File: config.mk
export PLATFORM = sky130hd
export DESIGN_NAME = byte_unpack_fifo
export DESIGN_NICKNAME = d
export VERILOG_FILES = /design/src/rtl/byte_fifo_pkg.sv /design/src/rtl/byte_unpack_fifo_frame_ram.sv /design/src/rtl/byte_unpack_fifo.sv
export SDC_FILE = /design/constraint.sdc
export NUM_CORES = 1
export LEC_CHECK = 0
export BUFFER_PORTS_ARGS = -buffer_cell sky130_fd_sc_hd__buf_2
export CAP_MARGIN = 20
export CORE_MARGIN = 2
export CORE_UTILIZATION = 60
export CTS_CLUSTER_SIZE = 14
export DETAILED_ROUTE_END_ITERATION = 10
export PLACE_DENSITY_LB_ADDON = 0.3
export SYNTH_ARGS = -nofsm -noshare
export SYNTH_HDL_FRONTEND = slang
export SYNTH_SLANG_ARGS = --single-unit
File: constraint.sdc
create_clock -name clk -period 22.4 [get_ports clk]
set_input_delay 2.24 -clock clk [delete_from_list [all_inputs] [get_ports clk]]
set_output_delay 2.24 -clock clk [all_outputs]
set_load 0.01 [all_outputs]
File: src/rtl/byte_fifo_pkg.sv
// byte_fifo_pkg
// Shared constants for the byte/frame FIFO family. The byte-to-frame packer
// and the frame-to-byte unpacker both take their widths from here, so the
// two sides always agree on the frame layout.
//   FRAME_BYTES_DEF : default bytes per frame
//   BYTE_W          : width of one byte lane
//   FRAME_W         : default frame width (FRAME_BYTES_DEF * BYTE_W)
//   DEPTH_DEF       : default number of buffered frames
package byte_fifo_pkg;

  localparam int FRAME_BYTES_DEF = 15;
  localparam int BYTE_W          = 8;
  localparam int FRAME_W         = FRAME_BYTES_DEF * BYTE_W;
  localparam int DEPTH_DEF       = 2;

  typedef logic [BYTE_W-1:0] byte_t;

endpackage

File: src/rtl/byte_unpack_fifo_frame_ram.sv
// frame_ram
// Frame storage for the unpacking FIFO: DEPTH entries of WIDTH bits, written
// synchronously and read combinationally by pointer. It has no reset because
// an entry is never read before it has been written.
//   clk   : rising-edge clock
//   we    : write enable
//   waddr : entry to write
//   wdata : frame to store
//   raddr : entry to read
//   rdata : frame at raddr (combinational)
module frame_ram
  import byte_fifo_pkg::*;
#(
  parameter int DEPTH = DEPTH_DEF,
  parameter int WIDTH = FRAME_W,
  parameter int AW    = $clog2(DEPTH)
) (
  input  logic             clk,
  input  logic             we,
  input  logic [AW-1:0]    waddr,
  input  logic [WIDTH-1:0] wdata,
  input  logic [AW-1:0]    raddr,
  output logic [WIDTH-1:0] rdata
);

  logic [WIDTH-1:0] mem [DEPTH];

  always_ff @(posedge clk) begin
    if (we) begin
      mem[waddr] <= wdata;
    end
  end

  assign rdata = mem[raddr];

endmodule

File: src/rtl/byte_unpack_fifo.sv
// byte_unpack_fifo
// Buffers whole frames and hands them out one byte at a time, byte 0
// (the least significant byte) first. A frame keeps its slot until its last
// byte has been popped, so a write while full can never disturb the frame
// currently being read.
//   clk    : rising-edge clock
//   rst    : synchronous active-high reset
//   wdata  : frame to buffer
//   winc   : frame write request
//   rinc   : byte read request
//   rdata  : byte popped on the previous cycle (held when nothing is popped)
//   rvalid : rdata was updated by a pop on the previous cycle
//   full   : DEPTH frames resident
//   empty  : no unread bytes
//   ovf    : sticky, a write was dropped because the FIFO was full
//   udf    : sticky, a read was dropped because the FIFO was empty
module byte_unpack_fifo
  import byte_fifo_pkg::*;
#(
  parameter int FRAME_BYTES = FRAME_BYTES_DEF,
  parameter int DEPTH       = DEPTH_DEF
) (
  input  logic                          clk,
  input  logic                          rst,
  input  logic [BYTE_W*FRAME_BYTES-1:0] wdata,
  input  logic                          winc,
  input  logic                          rinc,
  output logic [BYTE_W-1:0]             rdata,
  output logic                          rvalid,
  output logic                          full,
  output logic                          empty,
  output logic                          ovf,
  output logic                          udf
);

  localparam int FW = BYTE_W * FRAME_BYTES;
  localparam int AW = $clog2(DEPTH);
  localparam int CW = $clog2(DEPTH + 1);
  localparam int BW = (FRAME_BYTES > 1) ? $clog2(FRAME_BYTES) : 1;

  localparam logic [BW-1:0] LAST_BYTE = BW'(FRAME_BYTES - 1);
  localparam logic [CW-1:0] DEPTH_CNT = CW'(DEPTH);

  logic [AW-1:0]     wptr;
  logic [AW-1:0]     rptr;
  logic [BW-1:0]     bidx;
  logic [CW-1:0]     count;
  logic [CW-1:0]     count_next;
  logic [FW-1:0]     rd_frame;
  logic [BYTE_W-1:0] byte_sel;
  logic              wr_acc;
  logic              rd_acc;
  logic              last_pop;

  // full/empty are registered copies of the frame count, so acceptance is
  // decided purely from the state at the start of the cycle.
  assign wr_acc   = winc && !full;
  assign rd_acc   = rinc && !empty;
  assign last_pop = rd_acc && (bidx == LAST_BYTE);

  frame_ram #(
    .DEPTH (DEPTH),
    .WIDTH (FW),
    .AW    (AW)
  ) u_frame_ram (
    .clk   (clk),
    .we    (wr_acc && !rst),
    .waddr (wptr),
    .wdata (wdata),
    .raddr (rptr),
    .rdata (rd_frame)
  );

  // Byte lane mux on bidx; the stored frame itself is never shifted.
  always_comb begin
    byte_sel = '0;
    for (int k = 0; k < FRAME_BYTES; k++) begin
      if (bidx == BW'(k)) begin
        byte_sel = rd_frame[k*BYTE_W +: BYTE_W];
      end
    end
  end

  // A frame enters on an accepted write and leaves only when its last byte
  // is popped; both in one cycle cancel out.
  always_comb begin
    count_next = count;
    unique case ({wr_acc, last_pop})
      2'b10:   count_next = count + 1'b1;
      2'b01:   count_next = count - 1'b1;
      default: count_next = count;
    endcase
  end

  always_ff @(posedge clk) begin
    if (rst) begin
      wptr   <= '0;
      rptr   <= '0;
      bidx   <= '0;
      count  <= '0;
      full   <= 1'b0;
      empty  <= 1'b1;
      rdata  <= '0;
      rvalid <= 1'b0;
      ovf    <= 1'b0;
      udf    <= 1'b0;
    end else begin
      if (wr_acc) begin
        wptr <= wptr + 1'b1;
      end

      if (rd_acc) begin
        rdata  <= byte_sel;
        rvalid <= 1'b1;
        if (last_pop) begin
          bidx <= '0;
          rptr <= rptr + 1'b1;
        end else begin
          bidx <= bidx + 1'b1;
        end
      end else begin
        rvalid <= 1'b0;
      end

      count <= count_next;
      full  <= (count_next == DEPTH_CNT);
      empty <= (count_next == '0);

      if (winc && full) begin
        ovf <= 1'b1;
      end
      if (rinc && empty) begin
        udf <= 1'b1;
      end
    end
  end

endmodule

# Word-level counts from Yosys, hierarchy flattened

Memory sizes are Yosys's and may differ from the RTL's. A register that Yosys moved wholly into a read port is not among the register bits.
Cells that the tools add are included.
Widths: inputs -> output; s select.

Bits in registers: 21
Latch bits: 0
Bits in writable memories: 240
Memory bits (read-only): 0
Input bits: 124
Output and inout port bits: 13
Logic and storage cells: 67
Memories kept: 1

Add/subtract/negate cells: 5
Multiply operators: 0
Div/mod/pow operators: 0
Order comparisons: 0
Equality and inequality tests: 17
Shifts and indexed selects: 0
Multiplexer cells: 22
Bitwise gates (word level): 0
Reduce and logical (&&, ||, !) cells: 12

Memories:

| memory          | words | width | rd ports | clocked after memory_dff | wr ports | line                             | RTL |
|---|---|---|---|---|---|---|---|
| u_frame_ram.mem | 2     | 120   | 1        | 1                        | 1        | byte_unpack_fifo_frame_ram.sv:26 | `logic [WIDTH-1:0] mem [DEPTH];` |

Operator list:

| cell                | count |
|---|---|
| $mux 8              | 15 |
| $eq 4x4->1 const B  | 7 |
| $eq 4x3->1 const B  | 4 |
| $eq 4x2->1 const B  | 2 |
| $logic_and 1x1->1   | 6 |
| $mux 1              | 5 |
| $add 4x1->4 const B | 1 |
| $eq 2x2->1 const B  | 2 |
| $eq 4x1->1 const B  | 1 |
| $logic_not 4->1     | 1 |
| $mux 4              | 1 |
| $pmux 2 s2          | 1 |
| $logic_not 1->1     | 3 |
| $add 1x1->1 const B | 2 |
| $add 2x1->2 const B | 1 |
| $eq 2x1->1 const B  | 1 |
| $logic_not 2->1     | 1 |
| $reduce_and 2->1    | 1 |
| $sub 2x1->2 const B | 1 |

# Depth between registers and ports, before layout

Gate-level depths: netlist of the first run.

Word-level depth: 16
Depth in mapped cells: 10
Depth with buffers taken out: 9

# By module

A second synthesis of the first run with hierarchy kept.

Cells, all modules: 648
Area total of the unflattened synthesis: 10674.0 sq um

By module, submodules not included:

| module           | instances | cells each | area each (sq um) | sequential area each (sq um) |
|---|---|---|---|---|
| frame_ram        | 1         | 375        | 8704.6            | 7206.9 |
| byte_unpack_fifo | 1         | 273        | 1969.4            | 420.4 |

# Worst setup path after synthesis of the first run

Ideal clock, no wire load.

Path type: input -> register
Start: in rst
End: mem u_frame_ram.mem[1][0] (netlist bit) (enable)
Library setup time: 0.771 ns
Arrival: 11.358 ns
Required time: 21.629 ns
Setup slack: 10.271 ns
Cell stages on the path: 3
Buffers on the path: 2
Cell sequence: clkbuf_1 -> clkbuf_1 -> nor3b_1

Word-level cells in the longest chain between the ends: 4

RTL lines:

| element                      | line                             | RTL |
|---|---|---|
| start: declaration           | byte_unpack_fifo.sv:24           | `input logic rst,` |
| $logic_not 1->1              | byte_unpack_fifo.sv:67           | `.we (wr_acc && !rst),` |
| $logic_and 1x1->1            | byte_unpack_fifo.sv:67           |  |
| $mux 1                       | byte_unpack_fifo_frame_ram.sv:29 | `if (we) begin` |
| $mux 1 (implied by the code) | byte_unpack_fifo_frame_ram.sv:30 | `mem[waddr] <= wdata;` |
| end: declaration             | byte_unpack_fifo_frame_ram.sv:26 |  |

Every way passes these cells.

# Worst setup path in the final report of the first run

Start: in rst
End: mem u_frame_ram.mem[0][103] (netlist bit) (enable)

Same word-level chain as after synthesis.

==> results of run 1 <==
cell families (layout without fill, tap and decap cells):
family | after synthesis | in the layout
buf+inv | 39 | 189
fa+ha+maj | 5 | 5
xor+xnor | 4 | 4
simple gates | 83 | 83
flops | 262 | 262
mux | 118 | 118
compound gates | 113 | 113
metrics by stage:
step	hold WS, ns	utilization (%)	power (W)	instances	area (um^2)
floorplan	0.4759	-	0.0006106	624	10450
global placement	0.4520	65.71	0.0006306	954	11290
detailed placement	0.4626	65.71	0.0006347	954	11290
CTS	0.4773	70.21	0.001028	998	12060
global route	0.5110	70.37	0.001053	999	12090
finish	0.4689	70.37	0.001024	999	12090
final timing paths:
kind         startpoint                      end  slack (ns)  depth (start not counted)
max                 rst  u_frame_ram.mem[0][103]       18.39                          4
max reg2reg    register                 rdata[6]       19.55                          7
min reg2reg         ovf                      ovf        0.47                          2
min                 ovf                      ovf        0.47                          2
sequential cells by signal, indices dropped and copies added (netlist names), named ones only:
name and flops:
full 1, wptr 1, empty 1, rdata 8, bidx 4, udf 1, count 2, u_frame_ram.mem 240
rvalid 1, ovf 1, rptr 1
layer usage:
| metal | track usage (%) | up-vias |
|---|---|---|
| li1 | - | 2778 |
| met1 | 33.01 | 3011 |
| met2 | 40.40 | 328 |
| met3 | 3.132 | 50 |
| met4 | 6.019 | 2 |
| met5 | 0 | - |
cell usage after synthesis, drive strengths merged, types with 3 or more instances:
cell,n,area share (%)
edfxtp,240,69
mux2i,96,9.2
o22ai,40,2.5
buf,22,1.2
dfxtp,22,4.2
mux2,22,2.4
a31oi,15,0.90
clkbuf,15,0.55
nor2,14,0.50
nand2,12,0.43
nand3,12,0.57
a21oi,8,0.42
nand4b,8,0.67
nor3,8,0.38
a211o,7,0.59
a221oi,7,0.59
a22oi,7,0.50
o22a,7,0.59
o2bb2ai,7,0.59
ha,5,0.60
nand2b,5,0.30
nand3b,5,0.36
o21ai,5,0.24
and2,4,0.24
a211oi,3,0.22
nor2b,3,0.18
layout by cell type, fill, tap and decap left out, types with 8 or more instances in the layout:
master,n
clkbuf_16,27
mux2i_1,96
nand2_1,12
nand4b_1,8
a31oi_1,15
edfxtp_1,240
mux2_2,22
nand3_1,12
dfxtp_1,21
o22ai_1,38
buf_2,136
nor2_1,14
final cells by class:
| type | count | area share (%) |
|---|---|---|
| clock inverter | 11 | 0.6211 |
| inverter | 2 | 0.06211 |
| timing repair buffer | 143 | 6.231 |
| multi-input combinational | 323 | 21.69 |
| sequential | 262 | 63.30 |
| clock buffer | 33 | 5.776 |
| tap | 225 | 2.329 |
worst max-delay path, cell delays in order:
cell and delay, ns:
buf_2 0.21, nor3_2 0.19, buf_4 0.53, buf_4 0.86
report_power, final:
| group | switching, W | internal, W | total, W |
|---|---|---|---|
| combinational | 0.0000365 | 0.0000225 | 0.0000590 |
| sequential | 0.00000683 | 0.000559 | 0.000566 |
| clock | 0.000170 | 0.000230 | 0.000400 |
==> metrics.txt, run 1 <==
relative slew slack 31.83%; H-tree Lvls 1; # diodes 0; Final Cycle Share 17.92%; peak supply drop 74.75 uV; mapped cell area ~10000 um^2; Hold Violations, Final 0; Compound-Gate Fraction of Synth Area roughly 7.8%; top sig layer met5; clk sinks roughly 260; Synthesis Warnings 0; drt via density slightly above 6; worst setup margin between 15 and 20 ns; Yosys reg bits 262; antenna violations before repair 1; PortBufs 136; cts hold-fix bufs 0; Post-synth EDFFs 240; Final Max Tran Viols 0; row cnt 48; routed length per placed instance 22.28 um; worst path required time 22.54 ns; Worst-path clk slew 0.06 ns; met2 wire length 11180 um; post-CTS sizing 0; critical path peak fanout 75; I/O pin count 137; DRT Pass-1 Iters 8; first-pass GRT wire length 33120 um; Crit. End Element register; status complete, no violations; chip height roughly 140 um; met1 WL 8794 um; register area share after synthesis 73.19%; crit path kind input port to register; dpl ws 17.90 ns; Vias 6169; WP data arrival approximately 4.2 ns; Power Density 84.75 nW/um^2; CORE AREA ~17000 um^2; Initial DRC Count 1004; Final TNS setup 0 ns; Bufs on Longest Clock Path 3; synthesized instance count around 620; simple-gate share of the synthesized area 4.730%; Post-CTS Setup Inserts 0; Setup Skew 0.01162 ns; Starting Density 60.83%; WL met3 1730 um; post-synthesis async set-or-reset flop share 0%; Distinct cells, synth 53; worst slew pin tran 1.023 ns; die area ~18000 um^2; RSZ-0062 raised after global routing false; Residual DRC 0; Final Critical Period 4.015 ns; post-synthesis xor/xnor area fraction 0.3353%; Overall Global Routing Usage 23.80%; NumNets Final about 890; Routed Antenna Nets 0; CTS tree done; hold crit path type register to register; largest net degree at the start of global routing between 70 and 80; total CTS buffers 26; P_leak 4.008 nW; syn_nets 753; Filler Cell Count 1131; DP Wirelength approximately 14000 um; width of the die 136.0 um; final setup fails 0; Synth Area in Adders 0.5987%; clock latency on the worst-skew pair 0.52 ns; number of global-route vias before repair 6046; GPL Wtd Cong 0.9166; area delta synth->final 15.69%; Achievable Freq 249.1 MHz; main combinational cell family by area after synthesis multiplexers; post-synthesis mux area share 11.57%; Total Wirelength 22260 um; critical path launch point type input port; Clk Tree Root Cell clkbuf_16; multi-input logic area 2621 um^2; FF/Latch Area 7651 um^2; gr ovfl total 0; layout cell share with drive strength beyond 1 26.36%; Synth Flop Type edfxtp_1; Max-cap violations 0; Post-Syn Area per Cell 16.74 um^2
Power figures use the tool's default switching activity.
==> run 2: changes to the inputs <==
Settings changed: CORE_UTILIZATION 60 to 57.
Clock period 22.4 ns to 3.9 ns, I/O delays scaled along.
==> run 2 against run 1 <==
- routed wire length fell by 4.0%
- worst hold slack got worse by 0.40 ns
- global-route usage fell by 2.2 points
- count of clock-buffer cells in the layout fell by 6
- via count fell by 2.1%
- combinational power rose to 5.7 times the previous value
- first-iteration DRC count fell by 40%
- core utilization fell by 3.4 points
- clock skew fell by 0.0018 ns
==> metrics.txt, run 2 (same netlist as run 1, synthesis figures left out) <==
critical path launch point type register; P_leak 3.992 nW (-0.38%); Hold Path Cell Cnt 1 (-1); drt via density 6.019 (-2.5%); Final Cycle Share 70.96%; die area 19430 um^2 (+5.1%); Overall Global Routing Usage 21.59% (-2.2 points); most frequent cells in the layout 240 x edfxtp_1, 136 x buf_2, 96 x mux2i_1; # diodes 0 (unchanged); layout cell share with drive strength beyond 1 26.61% (+0.26 points); dpl ws 1.215 ns (-16.68 ns); reg2reg path depth 6 (-1); clk sinks 262 (unchanged); NumNets Final 889 (+0.23%); post-CTS sizing 0 (unchanged); cts hold-fix bufs 0 (unchanged); antenna violations before repair 0 (-1); Final Max Tran Viols 0 (unchanged); largest net degree at the start of global routing 82 (+7.9%); Hold WS 0.06885 ns (-0.4001 ns); H-tree Lvls 1 (unchanged); I/O pin count 137 (unchanged); max incr delay on CP 0.71 ns (-0.15 ns); PortBufs 136 (unchanged); switching fraction of total power 20.69% (-0.11 points); CTS tree done; number of global-route vias before repair 6232 (+3.1%); max reg flops 240 (unchanged); reg-to-reg endpoint full; row cnt 49 (+2.1%); crit path kind register to register; CORE AREA 17960 um^2 (+4.6%); final setup fails 0 (unchanged); Routed Antenna Nets 0 (unchanged); width of the die 139.4 um (+2.5%); Achievable Freq 361.3 MHz; slowest CP cell dfxtp_1; min-delay src wdata[86]; Hold Path End u_frame_ram.mem[1][86]; WP data arrival 3.22 ns (-0.93 ns); chip height 139.4 um (+2.5%); r2r setup slk 1.13 ns (-18.42 ns); Total Wirelength 21370 um (-4.0%); Residual DRC 0 (unchanged); DRT Pass-1 Iters 5 (-3); total CTS buffers 25 (-3.8%); Most flops, register u_frame_ram.mem; Gate power share 5.9% (about the same); critical path peak fanout 23 (-69%); Starting Density 58.17% (-2.7 points); Worst Setup SP bidx[2]; Worst-path clk slew 0.06 ns (about the same); GPL Wtd Cong 0.8167 (-11%); Hold Violations, Final 0 (unchanged); DP Wirelength 14420 um (-0.54%); CP Cell Sequence nand3_1 > nor2_1 > ha_1 > or3_1 > a21oi_1 > and2_1; Final Critical Period between 2 and 3 ns; Initial DRC Count 605 (-40%); top flop regs u_frame_ram.mem (240), rdata (8), bidx (4); hold crit path type input port to register; Internal Pwr Total 0.004496 W (+450%); area delta synth->final 15.22%; Bufs on Longest Clock Path 3 (unchanged); worst path required time 4.35 ns (-18.19 ns); relative slew slack 25.95% (-5.9 points); worst slew pin tran 1.111 ns (+0.08817 ns); most common cell after layout, fill and taps aside edfxtp_1; Max-cap violations 0 (unchanged); status complete, no violations; gr ovfl total 0 (unchanged); Vias 6037 (-2.1%); Clk Tree Root Cell clkbuf_16; RSZ-0062 raised after global routing false; worst setup margin 1.132 ns (-17.25 ns); part of the power in registers 57.3% (+2.1 points); Power Density 470.9 nW/um^2 (+460%); RR Startpoint bidx[2]; clock latency on the worst-skew pair 0.51 ns (about the same); clock power share 36.8% (-2.2 points); Sw Pwr 0.001173 W (+450%); routed length per placed instance 21.31 um (-4.4%); Post-CTS Setup Inserts 0 (unchanged); Crit. End Element register; Setup Skew 0.009842 ns (-0.001780 ns); peak supply drop 361.3 uV (+380%); first-pass GRT wire length 32780 um (-1.0%)
-- run 2: power groups by stage --
| stage | logic [W] | registers [W] | clock network, W |
|---|---|---|---|
| final | 0.000334 | 0.00325 | 0.00208 |
| after floorplan | 0.000178 | 0.00331 | 0 |
| after detailed placement | 0.000334 | 0.00331 | 0 |
| after CTS | 0.000336 | 0.00325 | 0.00212 |
| after global routing | 0.000365 | 0.00326 | 0.00222 |
| after global placement | 0.000323 | 0.00330 | 0 |
-- run 2: worst max-delay path: cells and delay by family, from the launching register on --
| family | cells | cell delay, ns |
|---|---|---|
| simple gates | 4 | 1.45 |
| flops | 1 | 0.71 |
| fa+ha+maj | 1 | 0.31 |
| compound gates | 1 | 0.23 |
-- run 2: stage by stage --
| stage | TNS [ns] | std cells | total power, W | area [um^2] | utilization (%) |
|---|---|---|---|---|---|
| finish | 0 | 1003 | 0.005669 | 12040 | 67.02 |
| global route | 0 | 1003 | 0.005847 | 12040 | 67.02 |
| CTS | 0 | 1003 | 0.005708 | 12040 | 67.02 |
| detailed placement | 0 | 962 | 0.003644 | 11350 | 63.17 |
| global placement | 0 | 962 | 0.003626 | 11350 | 63.17 |
| floorplan | -43.69 | 624 | 0.003490 | 10510 | - |
-- run 2: worst max-delay path by stage --
stage	to	slack (ns)	depth (start not counted)
global route	full	0.82	6
global placement	full	1.45	6
CTS	full	1.20	6
floorplan	u_frame_ram.mem[1][0]	-0.26	3
detailed placement	full	1.22	6
finish	full	1.13	6
-- run 2: routing by layer --
layer	part of all wire (%)	up-vias	GRT usage, %
met5	0	-	0
met4	1.6	0	4.413
met3	6.5	32	3.338
met2	51	234	37.64
met1	40	2994	29.22
li1	-	2777	-
-- run 2: final cells by class --
type	instances	area, um^2
clock inverters	14	58.81
inverters	2	7.507
flip-flops and latches	262	7651
multi-input cells	323	2634
repair buffers	146	768.2
clock buffers	27	633.1
well taps	229	286.5
fillers	1246	5924
==> run 3: changes to the inputs <==
Clock period 3.9 ns to 2.7 ns, I/O delays scaled along.
==> run 3 against run 2 <==
- clock power grew 55%
- core utilization is 7.8 points higher
- first-iteration DRC count increased by 23%
- register-to-register slack worse by 0.74 ns
- worst hold slack got worse by 0.028 ns
- critical path depth up 2
- maximum frequency increased by 20%
- worst setup slack lost 0.74 ns
- final cell count is 13% higher
- clock skew decreased by 0.0038 ns
- largest cell class unchanged
==> metrics.txt, run 3 (same netlist as run 1, synthesis figures left out) <==
status complete, no violations; CTS tree done; Final Cycle Share 85.52% (+15 points); NumNets Final 1018 (+15%); total CTS buffers 26 (+4.0%); drt via density 5.893 (-2.1%); Overall Global Routing Usage 24.64% (+3.1 points); gr ovfl total 0 (unchanged); Max-cap violations 0 (unchanged); CORE AREA 17960 um^2 (unchanged); WP data arrival 2.76 ns (-0.46 ns); RR Startpoint bidx[0]; chip height 139.4 um (unchanged); Achievable Freq 433.1 MHz (+20%); Vias 6688 (+11%); Starting Density 58.17% (unchanged); DP Wirelength 15030 um (+4.2%); critical path peak fanout 9 (-61%); final core occ 74.77% (+7.8 points); hold crit path type input port to register; row cnt 49 (unchanged); Critical Path Sink full; # diodes 0 (unchanged); first-pass GRT wire length 37180 um (+13%); Hold Violations, Final 0 (unchanged); P_leak 4.581 nW (+15%); Hold WS 0.04070 ns (-0.02815 ns); peak supply drop 579.2 uV (+60%); worst path required time 3.15 ns (-1.20 ns); Clk Tree Root Cell clkbuf_16; DRT Pass-1 Iters 5 (unchanged); area delta synth->final 28.55%; width of the die 139.4 um (unchanged); clock latency on the worst-skew pair 0.51 ns (about the same); critical path launch point type register; crit path kind register to register; reg2reg path depth 8 (+2); H-tree Lvls 1 (unchanged); Total Wirelength 24390 um (+14%); GPL Wtd Cong 0.8538 (+4.5%); Residual DRC 0 (unchanged); relative slew slack 51.44% (+25 points); Area after DPL 11480 um^2 (+1.2%); reg-to-reg endpoint full; most frequent cells in the layout 240 x edfxtp_1, 136 x buf_2, 120 x dlygate4sd3_1; RSZ-0062 raised after global routing false; die area 19430 um^2 (unchanged); r2r setup slk 0.39 ns (-0.74 ns); Crit. End Element register; Final Critical Period 2.309 ns (-0.4585 ns); top flop regs u_frame_ram.mem (240), rdata (8), bidx (4); Worst-path clk slew 0.06 ns (about the same); Routed Antenna Nets 0 (unchanged); Final Max Tran Viols 0 (unchanged); max reg flops 240 (unchanged); routed length per placed instance 21.49 um (+0.86%); layout cell share with drive strength beyond 1 24.28% (-2.3 points); Worst Setup SP bidx[0]; worst slew pin tran 0.7284 ns (-0.3823 ns); largest net degree at the start of global routing 64 (-22%); Initial DRC Count 745 (+23%); antenna violations before repair 0 (unchanged); Most flops, register u_frame_ram.mem; post-CTS sizing 0 (unchanged); I/O pin count 137 (unchanged); number of global-route vias before repair 7052 (+13%); Power Density 638.3 nW/um^2 (+36%); fin area 13430 um^2 (+12%); final setup fails 0 (unchanged); most common cell after layout, fill and taps aside edfxtp_1; Bufs on Longest Clock Path 3 (unchanged); Setup Skew 0.006089 ns (-0.003753 ns); clk sinks 262 (unchanged); PortBufs 136 (unchanged)
## run 3: how the worst min path moves through the flow
stage,start,to,cells past startpoint,slack [ns]
after global placement,udf,udf,2,0.44
after CTS,winc,ovf,3,0.03
after global routing,rinc,udf,3,0.06
after detailed placement,wdata[53],u_frame_ram.mem[0][53],1,0.46
final,winc,ovf,3,0.04
after floorplan,wdata[0],u_frame_ram.mem[0][0],0,0.37
## run 3: routing by layer
metal | vias to the layer above | track usage (%) | wire (um)
li1 | 3044 | - | -
met1 | 3258 | 31.99 | 9355
met2 | 341 | 43.50 | 12640
met3 | 45 | 4.267 | 1877
met4 | 0 | 6.167 | 515
met5 | - | 0 | 0
## run 3: metrics by stage
step           setup TNS (ns)  worst slack, ns  total power (W)  std cells
5_1_grt                     0           0.1812         0.008814       1135
3_3_place_gp                0           0.5290         0.005256        970
2_1_floorplan         -296.53           -1.342         0.005042        624
4_1_cts                     0           0.3889         0.008592       1135
3_5_place_dp                0           0.4016         0.005282        970
6_report                    0           0.3909         0.008573       1135
## run 3: report_power, final
part	total [W]	internal, W	switching (W)
Combinational	0.000656	0.000315	0.000341
Clock	0.00322	0.00181	0.00141
Sequential	0.00469	0.00464	0.0000591
Total	0.00857	0.00676	0.00181
## run 3: timing repair
item | in CTS | in global routing
hold endpoints to repair | 240 | 0
hold buffers | 120 | 0
buffers inserted | 0 | 0
endpoints found under the setup margin | 0 | 0
## run 3: area by class of cell
| type | count | area, um^2 |
|---|---|---|
| Inverter | 2 | 7.507 |
| Tap cell | 229 | 286.5 |
| Sequential cell | 262 | 7652 |
| Clock inverter | 12 | 53.80 |
| Multi-Input combinational cell | 323 | 2641 |
| Timing Repair Buffer | 274 | 2092 |
| Fill cell | 1025 | 4532 |
| Clock buffer | 33 | 698.2 |
## run 3: worst max-delay path, cell delays in order (launching register included)
cell and delay, ns:
dfxtp_1 0.35, inv_1 0.13, ha_1 0.33, nand3_1 0.14, nor2_1 0.24, ha_1 0.31
or3_1 0.38, a21oi_1 0.21, and2_1 0.15
